`src/rtl/rate_mult_pkg.sv`:
```
// Shared definitions for the rate-multiplier decoder and its window counter.
// Contents:
//   state_t      - decoder FSM states
//   WIN_LOG2_DEF - default log2 of the measurement window length
//   win_len()    - window length in strobes, 2^win_log2
package rate_mult_pkg;

  localparam int WIN_LOG2_DEF = 8;

  typedef enum logic [1:0] {
    IDLE    = 2'd0,
    MEASURE = 2'd1,
    HOLD    = 2'd2
  } state_t;

  // The result is 64 bits wide so that win_log2 = 32 still fits.
  function automatic logic [63:0] win_len(input int win_log2);
    return 64'd1 << win_log2;
  endfunction

endpackage

```
`src/rtl/rate_mult_decoder_if.sv`:
```
// Result handshake between the rate decoder and its consumer.
// Signals:
//   rate_out   - recovered rate word (CW bits)
//   rate_valid - rate_out holds a completed result
//   rate_ready - consumer accepts the result
// Modports: master = decoder side, slave = consumer side.
interface rate_mult_decoder_if #(
  parameter int CW = 9
);

  logic [CW-1:0] rate_out;
  logic          rate_valid;
  logic          rate_ready;

  modport master (
    output rate_out,
    output rate_valid,
    input  rate_ready
  );

  modport slave (
    input  rate_out,
    input  rate_valid,
    output rate_ready
  );

endinterface

```
`src/rtl/rate_win_counter.sv`:
```
// Strobe counter for one measurement window, with terminal-count detect.
// Ports:
//   clock - rising-edge clock
//   reset - asynchronous, active-high reset
//   clr   - synchronous clear to zero (wins over en)
//   en    - count one accepted strobe this cycle
//   tc    - the strobe accepted this cycle is the last one of the window
// The count is WIN_LOG2+1 bits, so it reaches 2^WIN_LOG2 on the closing
// strobe instead of wrapping back to zero.
module rate_win_counter
  import rate_mult_pkg::*;
#(
  parameter int WIN_LOG2 = WIN_LOG2_DEF,
  parameter int CW       = WIN_LOG2 + 1
) (
  input  logic clock,
  input  logic reset,
  input  logic clr,
  input  logic en,
  output logic tc
);

  localparam logic [CW-1:0] LAST = CW'(win_len(WIN_LOG2) - 64'd1);

  logic [CW-1:0] strobe_cnt;

  always_ff @(posedge clock or posedge reset) begin
    if (reset) begin
      strobe_cnt <= '0;
    end else if (clr) begin
      strobe_cnt <= '0;
    end else if (en) begin
      strobe_cnt <= strobe_cnt + 1'b1;
    end
  end

  assign tc = en && (strobe_cnt == LAST);

endmodule

```
`src/rtl/rate_mult_decoder.sv`:
```
// Receiving end of a binary rate-multiplier pulse stream. It counts pulses
// that coincide with strobes over a window of 2^WIN_LOG2 strobes. It then
// offers the count on a valid/ready handshake. It also flags pulses that
// arrive without a strobe.
// Ports:
//   clock, reset - rising-edge clock, async active-high reset
//   clear        - synchronous abort to IDLE; also clears proto_err
//   start        - begin a window (IDLE, or HOLD together with handshake)
//   strobe       - input event enable (generator X)
//   pulse_in     - rate multiplier output (generator Z)
//   res          - result handshake (rate_out / rate_valid / rate_ready)
//   busy         - window in progress
//   window_done  - high during the cycle the closing strobe is accepted
//   proto_err    - sticky: pulse_in without strobe while measuring
//
// state   | meaning
// IDLE    | waiting for start; strobes and pulses ignored
// MEASURE | window open, counting strobes and coincident pulses
// HOLD    | result presented, waiting for rate_ready
module rate_mult_decoder
  import rate_mult_pkg::*;
#(
  parameter int WIN_LOG2 = WIN_LOG2_DEF,
  parameter int CW       = WIN_LOG2 + 1
) (
  input  logic                clock,
  input  logic                reset,
  input  logic                clear,
  input  logic                start,
  input  logic                strobe,
  input  logic                pulse_in,
  rate_mult_decoder_if.master res,
  output logic                busy,
  output logic                window_done,
  output logic                proto_err
);

  state_t        state_q, state_d;
  logic [CW-1:0] pulse_cnt;
  logic [CW-1:0] rate_q;
  logic          in_meas;
  logic          accept;
  logic          handshake;
  logic          start_win;
  logic          tc;

  assign in_meas   = (state_q == MEASURE);
  assign accept    = in_meas && strobe && !clear;
  assign handshake = (state_q == HOLD) && res.rate_ready;
  // A new window can start from IDLE or straight out of a handshake, so
  // back-to-back windows lose no cycle.
  assign start_win = !clear && start && ((state_q == IDLE) || handshake);

  rate_win_counter #(
    .WIN_LOG2 (WIN_LOG2),
    .CW       (CW)
  ) u_win_cnt (
    .clock (clock),
    .reset (reset),
    .clr   (start_win || clear),
    .en    (accept),
    .tc    (tc)
  );

  always_ff @(posedge clock or posedge reset) begin
    if (reset) begin
      state_q <= IDLE;
    end else begin
      state_q <= state_d;
    end
  end

  always_comb begin
    state_d = state_q;
    if (clear) begin
      state_d = IDLE;
    end else begin
      case (state_q)
        IDLE:    if (start) state_d = MEASURE;
        MEASURE: if (tc) state_d = HOLD;
        HOLD:    if (res.rate_ready) state_d = start ? MEASURE : IDLE;
        default: state_d = IDLE;
      endcase
    end
  end

  always_ff @(posedge clock or posedge reset) begin
    if (reset) begin
      pulse_cnt <= '0;
      rate_q    <= '0;
      proto_err <= 1'b0;
    end else begin
      if (start_win) begin
        pulse_cnt <= '0;
      end else if (accept && pulse_in) begin
        pulse_cnt <= pulse_cnt + 1'b1;
      end

      // Include the closing strobe's own pulse. The sum peaks at 2^WIN_LOG2,
      // which still fits in CW bits.
      if (tc) begin
        rate_q <= pulse_cnt + CW'(pulse_in);
      end

      if (clear) begin
        proto_err <= 1'b0;
      end else if (in_meas && pulse_in && !strobe) begin
        proto_err <= 1'b1;
      end
    end
  end

  assign res.rate_out   = rate_q;
  assign res.rate_valid = (state_q == HOLD);
  assign busy           = in_meas;
  assign window_done    = tc;

endmodule

```
`src/flat_wrapper.sv`:
```
// flat-port wrapper written by rule: the top's interface ports become plain ports
module rate_mult_decoder_flat import rate_mult_pkg::*;
#(
  parameter int WIN_LOG2 = WIN_LOG2_DEF,
  parameter int CW       = WIN_LOG2 + 1
)
  (clock, reset, clear, start, strobe, pulse_in, busy, window_done, proto_err, res_rate_out, res_rate_valid, res_rate_ready);
  rate_mult_decoder_if #(.CW(CW)) res_i ();
  input  logic clock;
  input  logic reset;
  input  logic clear;
  input  logic start;
  input  logic strobe;
  input  logic pulse_in;
  output logic busy;
  output logic window_done;
  output logic proto_err;
  output wire logic [$bits(res_i.rate_out)-1:0] res_rate_out;
  output wire logic [$bits(res_i.rate_valid)-1:0] res_rate_valid;
  input wire logic [$bits(res_i.rate_ready)-1:0] res_rate_ready;
  assign res_rate_out = res_i.rate_out;
  assign res_rate_valid = res_i.rate_valid;
  assign res_i.rate_ready = res_rate_ready;
  rate_mult_decoder #(.WIN_LOG2(WIN_LOG2), .CW(CW)) u_core (.clock(clock), .reset(reset), .clear(clear), .start(start), .strobe(strobe), .pulse_in(pulse_in), .res(res_i), .busy(busy), .window_done(window_done), .proto_err(proto_err));
endmodule
```
`config.mk`:
```
export PLATFORM = sky130hd
export DESIGN_NAME = rate_mult_decoder_flat
export DESIGN_NICKNAME = d
export VERILOG_FILES = /design/src/rtl/rate_mult_pkg.sv /design/src/rtl/rate_mult_decoder_if.sv /design/src/rtl/rate_win_counter.sv /design/src/rtl/rate_mult_decoder.sv /design/src/flat_wrapper.sv
export SDC_FILE = /design/constraint.sdc
export NUM_CORES = 1
export LEC_CHECK = 0
export CORE_AREA = 2 2 54 61
export CTS_BUF_LIST = sky130_fd_sc_hd__clkbuf_8
export CTS_CLUSTER_DIAMETER = 30
export DETAILED_ROUTE_END_ITERATION = 16
export DIE_AREA = 0 0 56 63
export PLACE_DENSITY = 0.77
export SYNTH_ARGS = -nofsm -noshare
export SYNTH_HDL_FRONTEND = slang
export SYNTH_HIERARCHICAL = 1
export SYNTH_SLANG_ARGS = --single-unit
```
`constraint.sdc`:
```
create_clock -name clock -period 2.1 [get_ports clock]
set_input_delay 0.315 -clock clock [delete_from_list [all_inputs] [get_ports clock]]
set_output_delay 0.315 -clock clock [all_outputs]
set_load 0.01 [all_outputs]
```
Word-level counts from Yosys, hierarchy flattened --
Cells that the tools add are included.
Word-level totals: bits in registers 30, input bits 7, output and inout port bits 13
Operators by class: add/subtract/negate cells 3, equal/unequal tests 6, multiplexer cells 12, reductions and logical operators 18
Operator list (number):
- 9-bit two-way mux | 4
- 9-bit by 1-bit adder with 9-bit output, second input constant | 2
- 9-bit by 1-bit adder with 9-bit output | 1
- 9-bit by 8-bit == test with 1-bit output, second input constant | 1
- 1-bit logical AND | 9
- 2-bit two-way mux | 4
- 3-bit != test, second input constant | 2
- 2-bit one-hot mux with 3 select lines | 1
- 2-bit nonzero test | 3
- 1-bit two-way mux | 3
- 3-bit by 2-bit != test with 1-bit output, second input constant | 1
- 3-bit AND reduction | 1
- 2-bit by 1-bit == test with 1-bit output, second input constant | 1
- 2-bit == test, second input constant | 1
- 1-bit zero test | 2
- 2-bit zero test | 1
- 1-bit logical OR | 2

Logic depth before layout (Yosys ltp) --
Gate-level depths: netlist of the first run.
word-level depth 7, mapped depth 9, gate-level depth less buffers 7

Modules after synthesis --
The synthesis of the first run kept the hierarchy.
By module, submodules not included:
- rate_mult_decoder | times used 1, cells an instance 112, area an instance 1083.5 um^2, sequential area each 525.5 um^2
- rate_win_counter | times used 1, cells an instance 46, area an instance 459.2 um^2, sequential area each 225.2 um^2

Worst setup path after synthesis of the first run --
Ideal clock, no wire load.
path type reg2reg, start reg u_core.state_q[1], end reg u_core.rate_q[2], in the netlist u_core/res.rate_out[2], data arrival time 1.918 ns, slack 0.105 ns, stages on the path, launching flop included 10, buffers on the path 4, period minus slack after synthesis 1.995 ns, cells stage by stage dfrtp_1 nand4bb_4 buf_2 inv_1 buf_4 and2_1 clkbuf_1 clkbuf_1 nor2_1 a21oi_1
Between the ends: word-level cells in the longest chain between the ends 4
RTL lines:
- start: declaration | line rate_mult_decoder.sv:38 | state_t state_q, state_d;
- start signal: assignment | line rate_mult_decoder.sv:69 | state_q <= state_d;
- 2-bit by 1-bit == test with 1-bit output | line rate_mult_decoder.sv:47 | assign in_meas = (state_q == MEASURE);
- 1-bit logical AND (2 in a row) | line rate_mult_decoder.sv:48 | assign accept = in_meas && strobe && !clear;
- net u_core.accept | line rate_mult_decoder.sv:42 | logic accept;
- 1-bit logical AND | line rate_win_counter.sv:37 | assign tc = en && (strobe_cnt == LAST);
- net window_done | line flat_wrapper.sv:16 | output logic window_done;
- end signal: assignment | line rate_mult_decoder.sv:102 | rate_q <= pulse_cnt + CW'(pulse_in);
- end: declaration | line rate_mult_decoder.sv:40 | logic [CW-1:0] rate_q;
The timed path passes the listed nets, and every way through them passes these cells. A chain may end at the register's enable or synchronous reset.

Worst setup path in the final report of the first run --
start reg u_core.u_win_cnt.strobe_cnt[1], end out window_done
Between the ends: word-level cells in the longest chain between the ends 2
RTL lines:
- start: declaration | line rate_win_counter.sv:25 | logic [CW-1:0] strobe_cnt;
- start signal: assignment | line rate_win_counter.sv:33 | strobe_cnt <= strobe_cnt + 1'b1;
- 9-bit by 8-bit == test with 1-bit output | line rate_win_counter.sv:37
- 1-bit logical AND | line rate_win_counter.sv:37
- end: declaration | line flat_wrapper.sv:16
No other way between the ends.

==> impl_metrics.toml, run 1 <==
[floorplanning]
die_y_um = 63
dieArea_mm2 = 0.00353
core_mm2 = 0.00294
die-width_um = 56
floorplan.initialDensity_pct = 52.4
fp-row-count = 21
io_pins = 20

[layout]
layout_common_cells = "30 x dfrtp_1, 18 x clkdlybuf4s50_1, 17 x nor2_1"
insertedDiodeCount = 0
syn_to_layout_area_delta_pct = 23.0
layoutNonFillerInstCount = 220
num-fill-cells = 247
final_net_count = 199
drive_above_1_share_pct = 12.4
mostFrequentLayoutCell = "dfrtp_1"

[sta]
final.setup.tns_ns = 0
post-route-period-util_pct = 93.4
min_period_ns = 1.96
relSlewSlack_pct = 77.6
highest_attainable_clock_frequency_mhz = 510
finalClockSkew_ns = 0.00582
finalSetupViolations = 0
drv_slew = 0
rsz0062_at_grt = "no"
hold_viol = 0
worst_slew_pin_slew_ns = 0.335

[grt]
number_of_global_route_vias_before_repair = 1256
grt_start_max_net_pins = 22
grt_overflow = 0
grt_antenna_before_repair = 0
grt_first_pass_wirelength_um = 5460
grt_usage_pct = 20.2

[yosys]
yosys_warnings = 6
synth_area_per_cell_um2 = 9.76
synth_edf_count = 0
ys_async_sr_fraction_pct = 100
synth_flop_cell = "dfrtp_1"
postSynthRegisterBits = 30
syn_inst = 158
yosys.cell_types.count = 32
yosysSeqAreaShare_pct = 48.7
synth_fp_nets = 170
syn_area_mm2 = 0.00154

[flow_run]
number_of_max_cap_violations = 0

[drt]
drt_first_iter_violations = 37
final_antenna_net_count = 0
routed-via-count = 1253
detail_route.drc_violations = 0
drt_first_pass_iters = 4
viasPerCell = 5.70
drt_wl_total_um = 3160
avgRoutedWirePerCell_um = 14.4

[worst_setup_path]
crit_path_max_incr_delay_ns = 0.36
critical-path-slowest-cell = "dfrtp_1"
critPathCaptureType = "output port"
path_cells = "ha_2 > nand3_1 > nor2_1 > ha_1 > and2_1 > dlygate4sd2_1"
worstPathMaxFanout = 4
startpoint_type = "register"
critical_path_required_ns = 1.78
critical_path_arrival_ns = 1.65
worst-setup-path-type = "reg -> out"

[placement]
numPortBuffers = 19
place_congestion = 0.794
place.detailed.hpwl_um = 2320
dp.cells = 213

[pwr]
total_power_w = 0.00114
power.static_leakage_nw = 0.815
power.density_cell_area_mw_per_mm2 = 601
peakVddDrop_mv = 0.574

[cts]
clock_tree.htree_level_count = 2
tritoncts.num_buffers = 5
clock-root-buffer = "clkbuf_8"
cts_sinks = 30
clock_latency_on_the_worst_skew_pair_ns = 0.28
clkTransAtPathRegs_ns = 0.06
worst_case_clock_buffer_depth = 2
cts_hold_buffers = 0
cts_tree = "built"

[worst_hold_path]
holdCritPathClass = "in -> async"

[run_status]
status = "complete, no violations"
==> worst max-delay path, delay by kind of cell, from the launching register on <==
| kind | cells | cell delay (ns) |
|---|---|---|
| buffers and inverters | 1 | 0.28 |
| adder cells (fa/ha/maj) | 2 | 0.36 |
| flip-flops | 1 | 0.36 |
| AND/OR/NAND/NOR | 3 | 0.37 |
==> final cells by class <==
cell class | count | area, um^2 | area share (%)
well taps | 34 | 42.5 | 2.24
inverters | 10 | 37.5 | 1.98
repair buffers | 28 | 256 | 13.5
clock buffers | 6 | 82.6 | 4.35
flip-flops and latches | 30 | 751 | 39.6
multi-input cells | 112 | 728 | 38.4
==> flip-flops by register name (all words and copies together), names as in the netlist <==
name                         flops
u_core/res.rate_out              9
u_core/pulse_cnt                 9
u_core/proto_err                 1
u_core/u_win_cnt/strobe_cnt      9
u_core/state_q                   2
==> cell usage after synthesis (2+ instances only) <==
master / count / area [um^2]
a21oi_1: 13 / 65.1
mux2i_1: 3 / 30.0
nand4_1: 6 / 37.5
or4_1: 3 / 22.5
o21ai_0: 13 / 65.1
nand2_1: 4 / 15.0
nor2b_1: 3 / 18.8
ha_1: 5 / 62.6
nand3_1: 7 / 35.0
inv_1: 10 / 37.5
buf_2: 2 / 10.0
o31ai_1: 3 / 22.5
xor2_1: 3 / 26.3
or3_1: 10 / 62.6
mux2_2: 2 / 22.5
xnor2_1: 4 / 35.0
nor2_1: 17 / 63.8
dfrtp_1: 30 / 751
clkbuf_1: 3 / 11.3
a31oi_1: 5 / 31.3
==> layer usage <==
metal	vias up	global-route usage, %	routed length (um)
met5	-	0	0
met4	0	9.23	57
met3	6	6.42	122
met2	23	35.0	1690
met1	606	22.4	1290
li1	618	-	-
==> timing repair <==
action                                  CTS  global route
buffers inserted                          1             0
resized for setup                         2             0
endpoints found under the setup margin    1             0
endpoints found under the hold margin     0             0
==> through the flow <==
stage / setup WS (ns) / area, um^2 / hold WS (ns) / util, %
5_1_grt: 0.0551 / 1900 / 0.372 / 64.5
4_1_cts: 0.122 / 1900 / 0.329 / 64.5
2_1_floorplan: 0.105 / 1540 / 0.143 / -
3_5_place_dp: 0.0428 / 1810 / 0.490 / 61.4
3_3_place_gp: 0.0443 / 1810 / 0.489 / 61.4
6_report: 0.138 / 1900 / 0.319 / 64.5
==> final timing paths <==
| path | startpoint | end | slack [ns] | depth (start not counted) |
|---|---|---|---|---|
| max | u_core/u_win_cnt/strobe_cnt[1]$_DFFE_PP0P_ | window_done | 0.14 | 6 |
| max in group asynchronous | reset | u_core/pulse_cnt[1]$_DFFE_PP0P_ | 1.48 | 3 |
| min reg2reg | u_core/proto_err$_DFFE_PP0P_ | u_core/proto_err$_DFFE_PP0P_ | 0.50 | 2 |
| min | reset | u_core/u_win_cnt/strobe_cnt[6]$_DFFE_PP0P_ | 0.32 | 2 |
| max reg2reg | u_core/u_win_cnt/strobe_cnt[1]$_DFFE_PP0P_ | u_core/res.rate_out[0]$_DFFE_PP0P_ | 0.29 | 7 |
| min in group clock | u_core/proto_err$_DFFE_PP0P_ | u_core/proto_err$_DFFE_PP0P_ | 0.50 | 2 |
==> report_power, final <==
group	leakage [nW]	total, W	internal (W)	switching [W]
clock network	0.0431	0.000454	0.000252	0.000202
registers	0.417	0.000596	0.000586	0.00000953
logic	0.355	0.0000908	0.0000410	0.0000499
total	0.815	0.00114	0.000879	0.000261
==> kinds of logic (layout without fill, tap and decap cells) <==
family	count (synthesis)	in the layout	synth area share, %
muxes	5	5	3.41
and+or+nand+nor	58	58	22.2
adders and majority gates	5	5	4.06
AOI/OAI and AO/OA	37	37	13.4
xor gates and xnor gates	7	7	3.97
buffers and inverters	16	44	4.30
DFF	30	30	48.7
Note: power is estimated with default switching activity, not from simulation.
==> inputs of run 2 (changes only) <==
- GPL_TIMING_DRIVEN: default -> 0
- SETUP_SLACK_MARGIN: default -> 0.3
==> impl_metrics.toml, run 2 (synthesized netlist as in run 1, its figures left out) <==
[cts]
clock-root-buffer = "clkbuf_8"
cts_sinks = 30
tritoncts.num_buffers = 5
clock_latency_on_the_worst_skew_pair_ns = 0.28
clkTransAtPathRegs_ns = 0.06
worst_case_clock_buffer_depth = 2
cts_tree = "built"
cts_hold_buffers = 0
clock_tree.htree_level_count = 2

[worst_setup_path]
worst-setup-path-type = "reg -> reg"
crit_path_max_incr_delay_ns = 0.39
critical_path_required_ns = 2.31
critical-path-top-cell-by-count = "buf_6"
largest_delay_share_family_worst_path = "simple AND/OR/NAND/NOR gates"
critical_path_arrival_ns = 1.97
worstPathMaxFanout = 8
startpoint_type = "register"
critical-path-slowest-cell = "or3_4"
critPathCaptureType = "register"
path_cells = "nand4bb_4 > buf_6 > inv_2 > buf_6 > buf_6 > nand4_4 > or3_4 > a21oi_2"
r2r_slack_ns = 0.34
path_buf_inv = 4

[placement]
dp.cells = 211
place.detailed.hpwl_um = 2250
numPortBuffers = 19
place_congestion = 0.780
pre_cts_slack_ns = -0.509

[sta]
worst_slew_pin_slew_ns = 0.810
post-route-period-util_pct = 83.8
min_period_ns = 1.76
finalSetupViolations = 0
finalWorstSetupSlack_ns = 0.340
final.setup.tns_ns = 0
finalClockSkew_ns = 0.00364
drv_slew = 0
highest_attainable_clock_frequency_mhz = 568
hold_viol = 0
fin_worst_hold_slack_ns = 0.339
rsz0062_at_grt = "yes"
relSlewSlack_pct = 45.9

[floorplanning]
dieArea_mm2 = 0.00353
core_mm2 = 0.00294
die-width_um = 56
io_pins = 20
fp-row-count = 21
die_y_um = 63
floorplan.initialDensity_pct = 52.4

[grt]
grt_start_max_net_pins = 22
global_route.usage.met1_pct = 18.5
grt_overflow = 0
grt_usage_pct = 19.9
global_route.peak_usage_layer = "met2"
gr-usage-met3_pct = 4.35
grt_first_pass_wirelength_um = 5360
number_of_global_route_vias_before_repair = 1320
gr-usage-met2_pct = 37.5
grt_antenna_before_repair = 0

[drt]
detail_route.drc_violations = 0
final_antenna_net_count = 0
drt_first_pass_iters = 4
drt_first_iter_violations = 18
viasPerCell = 5.71
avgRoutedWirePerCell_um = 13.9
routed-via-count = 1314
drt_wl_total_um = 3200

[pwr]
power.static_leakage_nw = 0.868
power.density_cell_area_mw_per_mm2 = 558
peakVddDrop_mv = 0.444
total_power_w = 0.00111

[layout]
mostFrequentLayoutCell = "dfrtp_1"
final_net_count = 208
layout_common_cells = "28 x dfrtp_1, 17 x nor2_1, 14 x clkdlybuf4s50_1"
insertedDiodeCount = 0
num-fill-cells = 226
syn_to_layout_area_delta_pct = 28.9
drive_above_1_share_pct = 19.9
layoutNonFillerInstCount = 230

[run_status]
status = "complete, no violations"

[worst_hold_path]
holdCritPathClass = "in -> async"

[flow_run]
number_of_max_cap_violations = 0
-- run 2: what timing repair did --
item,CTS,global route
setup buffers,5,7
setup endpoints to repair,22,19
pin swaps,1,3
resized for setup,15,9
-- run 2: final cells by class --
cell class                      instances  area (um^2)  area share, %
Multi-Input combinational cell        112          757           38.1
Sequential cell                        30          753           37.9
Timing Repair Buffer                   31          274           13.8
Clock buffer                            5         68.8           3.46
Buffer                                  6         47.5           2.39
Tap cell                               34         42.5           2.14
Inverter                               10         37.5           1.89
Clock inverter                          2         7.51          0.378
-- run 2: final timing paths --
path | from | end | cells after the start
setup / recovery | u_core/state_q[1]$_DFFE_PP0P_ | u_core/u_win_cnt/strobe_cnt[5]$_DFFE_PP0P_ | 8
setup reg to reg | u_core/state_q[1]$_DFFE_PP0P_ | u_core/u_win_cnt/strobe_cnt[5]$_DFFE_PP0P_ | 8
hold / removal | reset | u_core/u_win_cnt/strobe_cnt[7]$_DFFE_PP0P_ | 2
hold reg to reg | u_core/proto_err$_DFFE_PP0P_ | u_core/proto_err$_DFFE_PP0P_ | 2
min in group clock | clear | u_core/proto_err$_DFFE_PP0P_ | 2
max in group asynchronous | reset | u_core/state_q[0]$_DFFE_PP0P_ | 2
-- run 2: report_power, final --
| part | switching (W) | leakage [nW] | internal, W |
|---|---|---|---|
| clock network | 0.000199 | 0.0466 | 0.000217 |
| logic | 0.0000515 | 0.407 | 0.0000444 |
| registers | 0.00000988 | 0.414 | 0.000587 |
-- run 2: through the flow --
stage	cell area, um^2	utilization, %
after floorplan	1550	-
after global placement	1780	60.6
after detailed placement	1780	60.6
after CTS	1920	65.1
after global routing	1990	67.6
final	1990	67.6
-- run 2: per-layer routing --
metal  wire, um  up-vias
met2       1820       16
met5          0        -
li1           -      644
met4         80        0
met1       1230      646
met3         71        8
